$ cat config.mk
export PLATFORM = sky130hd
export DESIGN_NAME = camera_power_seq
export DESIGN_NICKNAME = d
export VERILOG_FILES = /design/src/rtl/camera_power_seq.sv
export SDC_FILE = /design/constraint.sdc
export NUM_CORES = 1
export LEC_CHECK = 0
export BUFFER_PORTS_ARGS = -buffer_cell sky130_fd_sc_hd__buf_2
export CAP_MARGIN = 25
export CELL_PAD_IN_SITES_DETAIL_PLACEMENT = 1
export CELL_PAD_IN_SITES_GLOBAL_PLACEMENT = 2
export CORE_AREA = 2 2 73 75
export DETAILED_ROUTE_END_ITERATION = 6
export DIE_AREA = 0 0 75 77
export PLACE_DENSITY_LB_ADDON = 0.1
export SLEW_MARGIN = 20
export SYNTH_ARGS = -nofsm -noshare
export SYNTH_HDL_FRONTEND = slang
export SYNTH_SLANG_ARGS = --single-unit
$ cat constraint.sdc
create_clock -name clk_50M -period 4.3 [get_ports clk_50M]
set_input_delay 1.075 -clock clk_50M [delete_from_list [all_inputs] [get_ports clk_50M]]
set_output_delay 1.075 -clock clk_50M [all_outputs]
set_load 0.01 [all_outputs]
$ cat src/rtl/camera_power_seq.sv
// ---------------------------------------------------------------------------
// camera_power_seq
//
// Power-up sequencer for NUM_CAM image sensors. It drives the common sensor
// power sequence: PWDN release, then RESETB release, then SCCB-init enable.
// It also provides:
//   - per-channel enable masking,
//   - a software restart path that power-cycles every sensor,
//   - a ready flag and a state readout.
//
// Ports
//   clk_50M      in   1        board 50 MHz clock
//   reset_n      in   1        synchronous, active-low reset
//   restart      in   1        request to power-cycle all sensors (pulse it)
//   cam_en       in   NUM_CAM  per-channel enable; 0 keeps that channel off
//   camera_pwnd  out  NUM_CAM  per-channel PWDN, active-high
//   camera_rstn  out  NUM_CAM  per-channel RESETB, active-low
//   initial_en   out  1        high once sensors may be configured over SCCB
//   ready        out  1        high in READY
//   seq_state    out  3        state: OFF=0 PWDN_WAIT=1 RST_WAIT=2
//                              INIT_WAIT=3 READY=4
//
// Build option
//   CAM_SEQ_SIM_FAST_EN : when defined, the delays shrink to
//                         T_PWDN=25, T_RST=5, T_INIT=105, T_OFF=10 cycles.
//                         This is for simulation only. CNT_W is not changed.
// ---------------------------------------------------------------------------
module camera_power_seq #(
   parameter int NUM_CAM = 2,
   parameter int T_PWDN  = 250000,
   parameter int T_RST   = 65000,
   parameter int T_INIT  = 1050000,
   parameter int T_OFF   = 50000,
   parameter int CNT_W   = 21
) (
   input  logic               clk_50M,
   input  logic               reset_n,
   input  logic               restart,
   input  logic [NUM_CAM-1:0] cam_en,
   output logic [NUM_CAM-1:0] camera_pwnd,
   output logic [NUM_CAM-1:0] camera_rstn,
   output logic               initial_en,
   output logic               ready,
   output logic [2:0]         seq_state
);

   typedef enum logic [2:0] {
      ST_OFF       = 3'd0,
      ST_PWDN_WAIT = 3'd1,
      ST_RST_WAIT  = 3'd2,
      ST_INIT_WAIT = 3'd3,
      ST_READY     = 3'd4
   } state_t;

`ifdef CAM_SEQ_SIM_FAST_EN
   localparam int D_PWDN = 25;
   localparam int D_RST  = 5;
   localparam int D_INIT = 105;
   localparam int D_OFF  = 10;
`else
   localparam int D_PWDN = T_PWDN;
   localparam int D_RST  = T_RST;
   localparam int D_INIT = T_INIT;
   localparam int D_OFF  = T_OFF;
`endif

   // Terminal count for each timed state. A state entered with cnt=0
   // therefore lasts exactly D_* cycles.
   localparam logic [CNT_W-1:0] LAST_PWDN = CNT_W'(D_PWDN - 1);
   localparam logic [CNT_W-1:0] LAST_RST  = CNT_W'(D_RST  - 1);
   localparam logic [CNT_W-1:0] LAST_INIT = CNT_W'(D_INIT - 1);
   localparam logic [CNT_W-1:0] LAST_OFF  = CNT_W'(D_OFF  - 1);

   state_t             state_q,       state_d;
   logic [CNT_W-1:0]   cnt_q,         cnt_d;
   logic               restart_prev_q, restart_prev_d;
   logic [NUM_CAM-1:0] camera_pwnd_q, camera_pwnd_d;
   logic [NUM_CAM-1:0] camera_rstn_q, camera_rstn_d;
   logic               initial_en_q,  initial_en_d;
   logic               ready_q,       ready_d;
   logic [2:0]         seq_state_q,   seq_state_d;

   logic               restart_pulse;
   logic               seq_pwnd_d;
   logic               seq_rstn_d;

   always_comb begin
      state_d        = state_q;
      cnt_d          = cnt_q + CNT_W'(1);
      restart_prev_d = restart;

      // A held-high restart acts only once. Without this, a long pulse
      // would re-enter OFF each time the sequence leaves OFF.
      restart_pulse  = restart & ~restart_prev_q;

      case (state_q)
         ST_OFF: begin
            if (cnt_q == LAST_OFF) begin
               cnt_d   = '0;
               state_d = ST_PWDN_WAIT;
            end
         end
         ST_PWDN_WAIT: begin
            if (cnt_q == LAST_PWDN) begin
               cnt_d   = '0;
               state_d = ST_RST_WAIT;
            end
         end
         ST_RST_WAIT: begin
            if (cnt_q == LAST_RST) begin
               cnt_d   = '0;
               state_d = ST_INIT_WAIT;
            end
         end
         ST_INIT_WAIT: begin
            if (cnt_q == LAST_INIT) begin
               cnt_d   = '0;
               state_d = ST_READY;
            end
         end
         ST_READY: begin
            // Terminal state. Keep the counter parked at zero.
            cnt_d = '0;
         end
         default: begin
            cnt_d   = '0;
            state_d = ST_PWDN_WAIT;
         end
      endcase

      // A restart seen while already OFF is dropped, so it cannot
      // stretch the off time.
      if (restart_pulse && (state_q != ST_OFF)) begin
         state_d = ST_OFF;
         cnt_d   = '0;
      end

      // The outputs are decoded from the next state. This lets the
      // registered outputs change on the same edge as the state.
      seq_pwnd_d    = (state_d == ST_OFF) || (state_d == ST_PWDN_WAIT);
      seq_rstn_d    = (state_d == ST_INIT_WAIT) || (state_d == ST_READY);

      camera_pwnd_d = {NUM_CAM{seq_pwnd_d}} | ~cam_en;
      camera_rstn_d = {NUM_CAM{seq_rstn_d}} &  cam_en;
      initial_en_d  = (state_d == ST_READY);
      ready_d       = (state_d == ST_READY);
      seq_state_d   = state_d;
   end

   // Reset enters PWDN_WAIT directly. Power-on does not pass through OFF.
   always_ff @(posedge clk_50M) begin
      if (!reset_n) begin
         state_q        <= ST_PWDN_WAIT;
         cnt_q          <= '0;
         restart_prev_q <= 1'b0;
         camera_pwnd_q  <= '1;
         camera_rstn_q  <= '0;
         initial_en_q   <= 1'b0;
         ready_q        <= 1'b0;
         seq_state_q    <= 3'd1;
      end else begin
         state_q        <= state_d;
         cnt_q          <= cnt_d;
         restart_prev_q <= restart_prev_d;
         camera_pwnd_q  <= camera_pwnd_d;
         camera_rstn_q  <= camera_rstn_d;
         initial_en_q   <= initial_en_d;
         ready_q        <= ready_d;
         seq_state_q    <= seq_state_d;
      end
   end

   assign camera_pwnd = camera_pwnd_q;
   assign camera_rstn = camera_rstn_q;
   assign initial_en  = initial_en_q;
   assign ready       = ready_q;
   assign seq_state   = seq_state_q;

endmodule

* Yosys cells after proc, flatten, opt, wreduce, memory -nomap -nowiden
Index checks and enable logic that the tools add are counted.
** Storage, ports and cells
- Bits of input ports :: 5
- Flip-flop bits (word level) :: 30
- Output and inout bits :: 9
- Word-level logic and storage cells :: 42
** Operators by class
- Add/sub/neg operators :: 1
- Eq/ne operators :: 11
- Reductions and logical operators :: 7
- Mux-type cells :: 11
- Bitwise gates (word level) :: 6
** Operator list (number)
- 2-to-1 mux 21 bit :: 4
- case mux 21 bit (4 select lines) :: 1
- equality test 21 x 16 -> 1 bit (second input constant) :: 2
- adder 21 x 1 -> 21 bit (second input constant) :: 1
- equality test 21 x 18 -> 1 bit (second input constant) :: 1
- equality test 21 bit (second input constant) :: 1
- 2-to-1 mux 3 bit :: 5
- case mux 3 bit (5 select lines) :: 1
- equality test 3 x 2 -> 1 bit (second input constant) :: 3
- equality test 3 x 1 -> 1 bit (second input constant) :: 2
- equality test 3 bit (second input constant) :: 2
- zero test 3 bit :: 2
- nonzero test 3 bit :: 1
- bitwise AND 2 bit :: 1
- logical OR 1 bit :: 2
- inverter 1 bit :: 2
- inverter 2 bit :: 1
- bitwise OR 2 bit :: 1
- OR reduction 2 bit :: 1
- bitwise AND 1 bit :: 1
- logical AND 1 bit :: 1

* Depth between registers and ports, before layout
Gate-level depths: netlist (run 1).
- Word-level depth :: 7
- Gate-level depth with buffers :: 8
- Depth with buffers taken out :: 7

* Least setup slack after synthesis (run 1)
OpenSTA, ideal clock, no wires.
- Kind :: input to register
- From :: input restart
- To :: register cnt_q[12]
- Arrival time :: 1914 ps
- Path buffers :: 1
- Stages :: 5
- Slack :: 2271 ps
- Required time :: 4185 ps
- Library setup time :: 115 ps
- Cells stage by stage :: nand2b_1 > o21ai_0 > o21bai_4 > buf_6 > nor2_1
** Between the ends
- Longest elaborated chain between the ends :: 3
** Ends and longest elaborated chain
- start: declaration :: line 38 : input logic restart,
- bitwise AND 1 bit :: line 94 : restart_pulse = restart & ~restart_prev_q;
- logical AND 1 bit :: line 133 : if (restart_pulse && (state_q != ST_OFF)) begin
- OR reduction 2 bit (no source line)
- end signal: assignment :: line 163 : cnt_q <= cnt_d;
- end: declaration :: line 75 : logic [CNT_W-1:0] cnt_q, cnt_d;
Every way passes these cells.
A chain may end at the register's enable or synchronous reset.

* Final worst setup path (run 1)
- From :: register cnt_q[11]
- To :: register cnt_q[17]
** Between the ends
- Longest elaborated chain between the ends :: 3
- Elaborated cells on any way between the ends :: 10
- Classes of those cells :: add/sub (1); eq/ne (4); mux (5)
** Ends and longest elaborated chain
- adder 21 x 1 -> 21 bit (tied with other cells) :: line 89 : cnt_d = cnt_q + CNT_W'(1);
- 2-to-1 mux 21 bit, on equally long branches
- case mux 21 bit (4 select lines) * :: line 96 : case (state_q)
Every way passes the cells marked *; elsewhere a longest branch is shown, timed or not.

==> results of run 1 <==
## cells in the final DEF (no fill, tap or decap), types with 2 or more instances in the layout
cell | Yosys | final
nor3_1 | 8 | 8
nor2_1 | 33 | 33
dfxtp_1 | 30 | 30
and3_1 | 6 | 6
nor2b_1 | 2 | 2
clkbuf_8 | 0 | 6
xnor2_1 | 9 | 9
and3_2 | 2 | 2
inv_1 | 4 | 4
bufinv_16 | 0 | 2
and2_1 | 2 | 2
nand3_1 | 8 | 8
xor2_1 | 10 | 10
o21ai_0 | 4 | 4
a31oi_1 | 2 | 2
nand2_1 | 17 | 17
o22ai_1 | 2 | 2
nor4b_1 | 3 | 3
and3b_1 | 2 | 2
nand4_1 | 7 | 7
buf_2 | 1 | 13
## final cells by class
class | instances | area, sq um | share of cell area
clock inverters | 2 | 60.1 | 0.0345
well taps | 70 | 87.6 | 0.0503
multi-input cells | 135 | 831 | 0.477
flip-flops and latches | 30 | 601 | 0.345
clock buffers | 6 | 82.6 | 0.0474
repair buffers | 13 | 65.1 | 0.0374
inverters | 4 | 15.0 | 0.00862
## flip-flops by register name, summed over array words and instances, names as in the netlist
register	count
camera_rstn	2
ready	1
seq_state	3
cnt_q	21
restart_prev_q	1
camera_pwnd	2
## path summary, 6_finish.rpt
path,startpoint,endpoint
max reg2reg,cnt_q[11],cnt_q[17]
min reg2reg,cnt_q[0],cnt_q[0]
max,cnt_q[11],cnt_q[17]
min,cnt_q[0],cnt_q[0]
## through the flow
step / worst slack [ns] / utilization / hold WS (ns) / total power (W) / cells
2_1_floorplan: 2.27 / - / 0.417 / 0.000312 / 174
3_3_place_gp: 1.99 / 0.321 / 0.433 / 0.000319 / 252
6_report: 1.98 / 0.350 / 0.451 / 0.000674 / 260
5_1_grt: 1.70 / 0.350 / 0.477 / 0.000700 / 260
4_1_cts: 1.96 / 0.350 / 0.457 / 0.000683 / 260
3_5_place_dp: 1.89 / 0.321 / 0.440 / 0.000320 / 252
## synthesized netlist by cell type (all sizes together), types with 2 or more instances
library cell	instances
inv	4
nor2	34
and4b	2
buf	4
and2	2
a31oi	2
nand2	17
xor2	10
o21ai	4
nor2b	2
o22ai	2
and3b	2
nor4b	3
nand3	8
xnor2	9
and3	8
nor3	8
nand4	7
dfxtp	30
## routing by layer
metal	up-vias	part of all wire	track usage
li1	636	-	-
met1	631	0.44	0.179
met2	22	0.50	0.225
met3	7	0.048	0.0394
met4	0	0.016	0.0571
met5	-	0	0
## worst max-delay path: cells and delay by family (launching register included)
| kind | cells | cell delay (ns) |
|---|---|---|
| flip-flops | 1 | 0.38 |
| AND/OR/NAND/NOR | 3 | 1.05 |
| AO/OA/AOI/OAI | 3 | 0.75 |
## power by group
group / switching [W] / total (W) / internal (W)
combinational: 0.0000180 / 0.0000281 / 0.0000101
clock: 0.000115 / 0.000362 / 0.000247
sequential: 0.00000318 / 0.000284 / 0.000281
total: 0.000136 / 0.000674 / 0.000539
## cell families after synthesis
kind of cell / synth area share
AO/OA/AOI/OAI: 0.0951
XOR/XNOR: 0.112
adder cells (fa/ha/maj): 0.00842
buffers and inverters: 0.0370
flip-flops: 0.404
AND/OR/NAND/NOR: 0.343
==> impl_metrics.ini, run 1 <==
[synthesis]
synth_cells = 174
async_reset_ff_frac = 0
syn-num-nets = 180
synth_top_area_cell = dfxtp_1
yosys_warnings = 0
seq_area_frac_synth = 0.404
synth_edf_count = 0
ys_dominant_reg_cell = dfxtp_1
netlist.area_leader.share = 0.404
synth_area_sq_mm = 0.00149
ys_ff_latch = 30
yosys-top-cells-area = dfxtp_1 (40%), nor2_1 (8.3%), xor2_1 (5.9%)
syn_avg_cell_area_sq_um = 8.54
synth_cell_types = 40

[clock_network]
cts_setup_buffers = 0
clockBufferDepth = 2
cts_tree = built
cts_made_buffers = 5
clk_latency_ns = 0.29
cts_htree_levels = 2
ctsHoldBuffers = 0
cts_root_buf = clkbuf_8
numClockSinks = 30
cts_resized = 0
path_clk_slew_ns = 0.07

[critical_path]
crit_slowest_cell = nor4b_1
critPathKind = flop to flop
max_stage_delay_ns = 0.73
crit_required_ns = 4.45
worstPathCellList = nor4b_1 -> nand3_1 -> o21ai_0 -> a21oi_1 -> o21bai_4 -> nor2_1
cp.arrival_ns = 2.47
rr_worst_depth = 6
cp-end-kind = flop
startpoint_type = flop
rrSetupSlack_ns = 1.98
path_max_fanout = 18

[sta]
finalSetupTns_ns = 0
setup_viol = 0
slew_violations = 0
rsz0062_at_grt = no
finalHoldViolCount = 0
clock.fmax_mhz = 432
finalCritPeriodShare = 0.539
maxSlewHeadroom = 0.470
worst_slew_pin_slew_ns = 0.785
fin_crit_ns = 2.32
fin_skew_ns = 0.00766

[route]
drtPass1Iterations = 4
drc_errors = 0
initialDrtViolationCount = 42
wl_mm = 3.67
avgViaCountPerCell = 4.98
num_vias = 1296
drt.antenna.violating_nets = 0
wire_per_inst_um = 14.1

[finish]
area_delta_synth_final_pct = 17.2
nFillCells = 590
fin_nets = 195
post-route-cell-area_sq_mm = 0.00174
antenna_cells = 0
drive_above_1_share = 0.163

[floorplan]
die_w_um = 75
core_sq_mm = 0.00498
dieArea_sq_mm = 0.00578
start_util = 0.299
std_cell_rows = 26
die_height_um = 77
ios = 14

[global_route]
grt_max_degree = 19
grt_overflow = 0
antenna_found_initial = 0
grt_pass1_vias = 1325
grt_usage = 0.142
grt_first_pass_wirelength_mm = 6.25

[power_and_ir_drop]
ir_worst_vdd_mv = 0.163
leakage_nw = 0.629
power_density_mw_per_mm2 = 387

[flow_run]
maxCapViolCount = 0

[placed_design]
gp_congestion = 0.803
place_area_sq_mm = 0.00160
dp_hpwl_mm = 2.72
port_buffers = 13

[status]
status = completed

[hold_path]
min_path_type = flop to flop
worstHoldPathCells = 1
Note: power is estimated with default switching activity, not from simulation.
==> inputs of run 2 (changes only) <==
clock period = 2.3 ns   (was 4.3 ns; I/O delays follow)
==> impl_metrics.ini, run 2 (same netlist as run 1, synthesis figures left out) <==
[global_route]
grt_overflow = 0
grt_pass1_vias = 1353
grt_max_degree = 13
grt_first_pass_wirelength_mm = 6.55
grt_util_met3 = 0.0394
grt_usage = 0.147
antenna_found_initial = 0
met2_usage = 0.222
use_met1 = 0.196
grt.busiest_layer = met2

[placed_design]
dp_hpwl_mm = 2.85
gp_congestion = 0.795
place_area_sq_mm = 0.00164
port_buffers = 13
post-place-cells = 258

[sta]
worst_slew_pin_slew_ns = 0.479
finalSetupTns_ns = 0
slew_violations = 0
clock.fmax_mhz = 489
finalHoldViolCount = 0
fin_hold_ws_ns = 0.453
setup_viol = 0
maxSlewHeadroom = 0.677
rsz0062_at_grt = no
finalCritPeriodShare = 0.889
fin_crit_ns = 2.04
fin_skew_ns = 0.00219

[finish]
post-route-cell-area_sq_mm = 0.00174
stdcell_count = 266
regMostFlops = cnt_q
drive_above_1_share = 0.189
layout_commonest_cell = nor2_1
antenna_cells = 0
largest_reg_flops = 21
layout_common_cells = nor2_1 (33), dfxtp_1 (30), nand2_1 (17), buf_2 (13), xor2_1 (10)
fin_nets = 201
area_delta_synth_final_pct = 17.2
finish.utilization = 0.350

[critical_path]
critPathLaunch = cnt_q[0]
r2r_end = camera_rstn[0]
cp_num_buf_inv = 0
r2r_start = cnt_q[0]
rrSetupSlack_ns = 0.26
cp.arrival_ns = 2.19
path_max_fanout = 6
critPathKind = flop to flop
crit_required_ns = 2.45
cp-end-kind = flop
crit_family = compound AO/OA/AOI/OAI gates
rr_worst_depth = 7
startpoint_type = flop
crit_end = camera_rstn[0]
crit_slowest_cell = dfxtp_1
max_stage_delay_ns = 0.35
worstPathCellList = ha_1 -> and3_2 -> and4b_4 -> a311o_1 -> o41ai_2 -> a2111oi_2 -> o22ai_1
cp.depth = 7

[status]
status = completed

[clock_network]
cts_root_buf = clkbuf_8
path_clk_slew_ns = 0.06
cts_htree_levels = 2
ctsHoldBuffers = 0
cts_tree = built
numClockSinks = 30
cts_made_buffers = 5
cts_setup_buffers = 0
clockBufferDepth = 2
clk_latency_ns = 0.28

[route]
drt.antenna.violating_nets = 0
wire_per_inst_um = 14.3
drc_errors = 0
wl_mm = 3.81
initialDrtViolationCount = 37
avgViaCountPerCell = 4.77
num_vias = 1270
drtPass1Iterations = 4

[power_and_ir_drop]
power_density_mw_per_mm2 = 598
leakage_nw = 0.639
ir_worst_vdd_mv = 0.374

[floorplan]
die_w_um = 75
die_height_um = 77
ios = 14
start_util = 0.299
dieArea_sq_mm = 0.00578
std_cell_rows = 26
core_sq_mm = 0.00498

[flow_run]
maxCapViolCount = 0

[hold_path]
worstHoldPathCells = 1
min_path_type = flop to flop
run 2: cell count changes in the layout (fill, tap and decap cells not counted), sizes merged:
| cell | before | now |
|---|---|---|
| bufinv | 2 | 0 |
| buf | 13 | 19 |
| clkinv | 0 | 1 |
| clkbuf | 6 | 7 |
run 2: how the worst min path moves through the flow:
stage / start / to / slack (ns)
2_1_floorplan: cnt_q[0] / cnt_q[0] / 0.42
3_3_place_gp: cnt_q[0] / cnt_q[0] / 0.43
5_1_grt: cam_en[1] / camera_pwnd[1] / 0.49
6_report: cnt_q[0] / cnt_q[0] / 0.45
3_5_place_dp: cnt_q[0] / cnt_q[0] / 0.44
4_1_cts: cnt_q[0] / cnt_q[0] / 0.45
run 2: metal layers:
layer	vias up	part of all wire
met5	-	0
met4	0	0.017
met3	5	0.031
met2	15	0.48
met1	602	0.47
li1	648	-
run 2: cell type report:
cell class | count | area (sq um)
Clock buffer | 7 | 86.3
Multi-Input combinational cell | 135 | 837
Sequential cell | 30 | 601
Clock inverter | 1 | 5.00
Tap cell | 70 | 87.6
Inverter | 4 | 15.0
Timing Repair Buffer | 19 | 110
Fill cell | 624 | 3240
run 2: worst register-to-register path: stages (launching register included):
cell       delay, ns
dfxtp_1         0.35
ha_1            0.22
and3_2          0.23
and4b_4         0.28
a311o_1         0.21
o41ai_2         0.12
a2111oi_2       0.34
o22ai_1         0.16
run 2: power breakdown:
part | internal (W) | total, W | switching, W
sequential | 0.000526 | 0.000531 | 0.00000558
combinational | 0.0000249 | 0.0000622 | 0.0000373
clock | 0.000241 | 0.000448 | 0.000207
run 2: metrics by stage:
step | setup slack (ns) | total power, W
3_5_place_dp | 0.219 | 0.000607
2_1_floorplan | 0.417 | 0.000583
4_1_cts | 0.192 | 0.00106
3_3_place_gp | 0.293 | 0.000604
6_report | 0.255 | 0.00104
5_1_grt | 0.0904 | 0.00109
run 2: what timing repair did:
action / CTS / global route
endpoints found under the setup margin: 0 / 1
endpoints found under the hold margin: 0 / 0
gates resized for setup: 0 / 1
==> inputs of run 3 (changes only) <==
clock period = 2.25 ns   (was 2.3 ns; I/O delays follow)
==> impl_metrics.ini, run 3 (same netlist as run 1, synthesis figures left out) <==
[status]
status = completed

[finish]
area_delta_synth_final_pct = 18.2
regMostFlops = cnt_q
layout_commonest_cell = nor2_1
antenna_cells = 0
drive_above_1_share = 0.197
post-route-cell-area_sq_mm = 0.00176
fin_nets = 203
layout_common_cells = nor2_1 (33), dfxtp_1 (30), nand2_1 (17), buf_2 (13), xor2_1 (10)
largest_reg_flops = 21

[floorplan]
ios = 14
std_cell_rows = 26
die_height_um = 77
start_util = 0.299
core_sq_mm = 0.00498
dieArea_sq_mm = 0.00578
die_w_um = 75

[power_and_ir_drop]
leakage_nw = 0.649
power_frac_seq = 0.516
power_density_mw_per_mm2 = 600
p_sw_frac = 0.232
p_sw_w = 0.000245
share_comb_of_total_power = 0.058
p_int_w = 0.000809
ir_worst_vdd_mv = 0.320
clock_power_share = 0.426

[placed_design]
place_area_sq_mm = 0.00166
gp_congestion = 0.769
port_buffers = 13
dp_hpwl_mm = 2.82
place_worst_setup_slack_ns = 0.170

[sta]
worst_slew_pin_slew_ns = 0.466
clock.fmax_mhz = 490
finalSetupTns_ns = 0
setup_viol = 0
maxSlewHeadroom = 0.686
finalCritPeriodShare = 0.907
setup_ws_ns = 0.210
fin_crit_ns = 2.04
rsz0062_at_grt = no
slew_violations = 0
fin_skew_ns = 0.00313
finalHoldViolCount = 0

[critical_path]
r2r_end = camera_rstn[0]
cp.arrival_ns = 2.19
r2r_start = cnt_q[0]
cp-end-kind = flop
crit_required_ns = 2.40
startpoint_type = flop
rr_worst_depth = 7
critPathKind = flop to flop
rrSetupSlack_ns = 0.21
path_max_fanout = 6

[global_route]
antenna_found_initial = 0
grt_first_pass_wirelength_mm = 6.32
grt_overflow = 0
grt_pass1_vias = 1276
grt_max_degree = 13
grt_usage = 0.142

[clock_network]
cts_tree = built
numClockSinks = 30
cts_htree_levels = 2
cts_made_buffers = 5
clockBufferDepth = 2
clk_latency_ns = 0.28
cts_root_buf = clkbuf_8
path_clk_slew_ns = 0.07
cts_setup_buffers = 0

[flow_run]
maxCapViolCount = 0

[route]
initialDrtViolationCount = 74
drt.antenna.violating_nets = 0
avgViaCountPerCell = 4.76
num_vias = 1277
drc_errors = 0
wire_per_inst_um = 13.9
wl_mm = 3.71
drtPass1Iterations = 4

[hold_path]
min-delay-start = cnt_q[0]
whs_endpoint = cnt_q[0]
min_path_type = flop to flop
worstHoldPathCells = 1
-- run 3: power by group through the flow --
stage / Combinational [W] / Sequential, W / Clock (W)
2_1_floorplan: 0.0000406 / 0.000555 / 0
3_3_place_gp: 0.0000616 / 0.000555 / 0
3_5_place_dp: 0.0000634 / 0.000556 / 0
4_1_cts: 0.0000635 / 0.000544 / 0.000467
5_1_grt: 0.0000689 / 0.000544 / 0.000499
6_report: 0.0000610 / 0.000544 / 0.000450
-- run 3: repair_timing --
| item | 4_1_cts | 5_1_grt |
|---|---|---|
| gates resized for setup | 0 | 1 |
| setup endpoints to repair | 0 | 1 |
| hold buffers | 0 | 0 |
-- run 3: worst max-delay path by stage --
stage | start | to | slack [ns] | depth (start not counted)
2_1_floorplan | cnt_q[0] | cnt_q[14] | 0.37 | 8
3_3_place_gp | cnt_q[10] | camera_rstn[0] | 0.26 | 6
3_5_place_dp | cnt_q[10] | seq_state[0] | 0.17 | 6
4_1_cts | cnt_q[10] | seq_state[0] | 0.16 | 6
5_1_grt | cnt_q[7] | camera_rstn[0] | 0.04 | 6
6_report | cnt_q[0] | camera_rstn[0] | 0.21 | 7
-- run 3: layer usage --
layer | global-route usage | vias up | wire length, um
met4 | 0.0571 | 0 | 59
met3 | 0.0368 | 6 | 123
met5 | 0 | - | 0
met1 | 0.197 | 606 | 1830
li1 | - | 649 | -
met2 | 0.208 | 16 | 1700
-- run 3: per-stage QoR --
step           total power, W   util  hold WS (ns)  std cells
5_1_grt               0.00111  0.353         0.481        268
6_report              0.00105  0.353         0.457        268
3_5_place_dp         0.000619  0.333         0.450        260
2_1_floorplan        0.000596      -         0.417        174
4_1_cts               0.00107  0.352         0.459        268
3_3_place_gp         0.000617  0.333         0.429        260
-- run 3: layout make-up --
class | instances | area, sq um
multi-input combinational | 135 | 837
sequential | 30 | 601
clock buffer | 7 | 86.3
fill | 624 | 3220
inverter | 4 | 15.0
tap | 70 | 87.6
clock inverter | 1 | 5.00
timing repair buffer | 21 | 125
-- run 3: worst max-delay path, stage by stage (launching register included) --
cell and delay (ns):
dfxtp_1 0.36, ha_1 0.22, and3_2 0.23, and4b_4 0.29, a311o_1 0.21, o41ai_2 0.12, a2111oi_2 0.35, o22ai_1 0.14
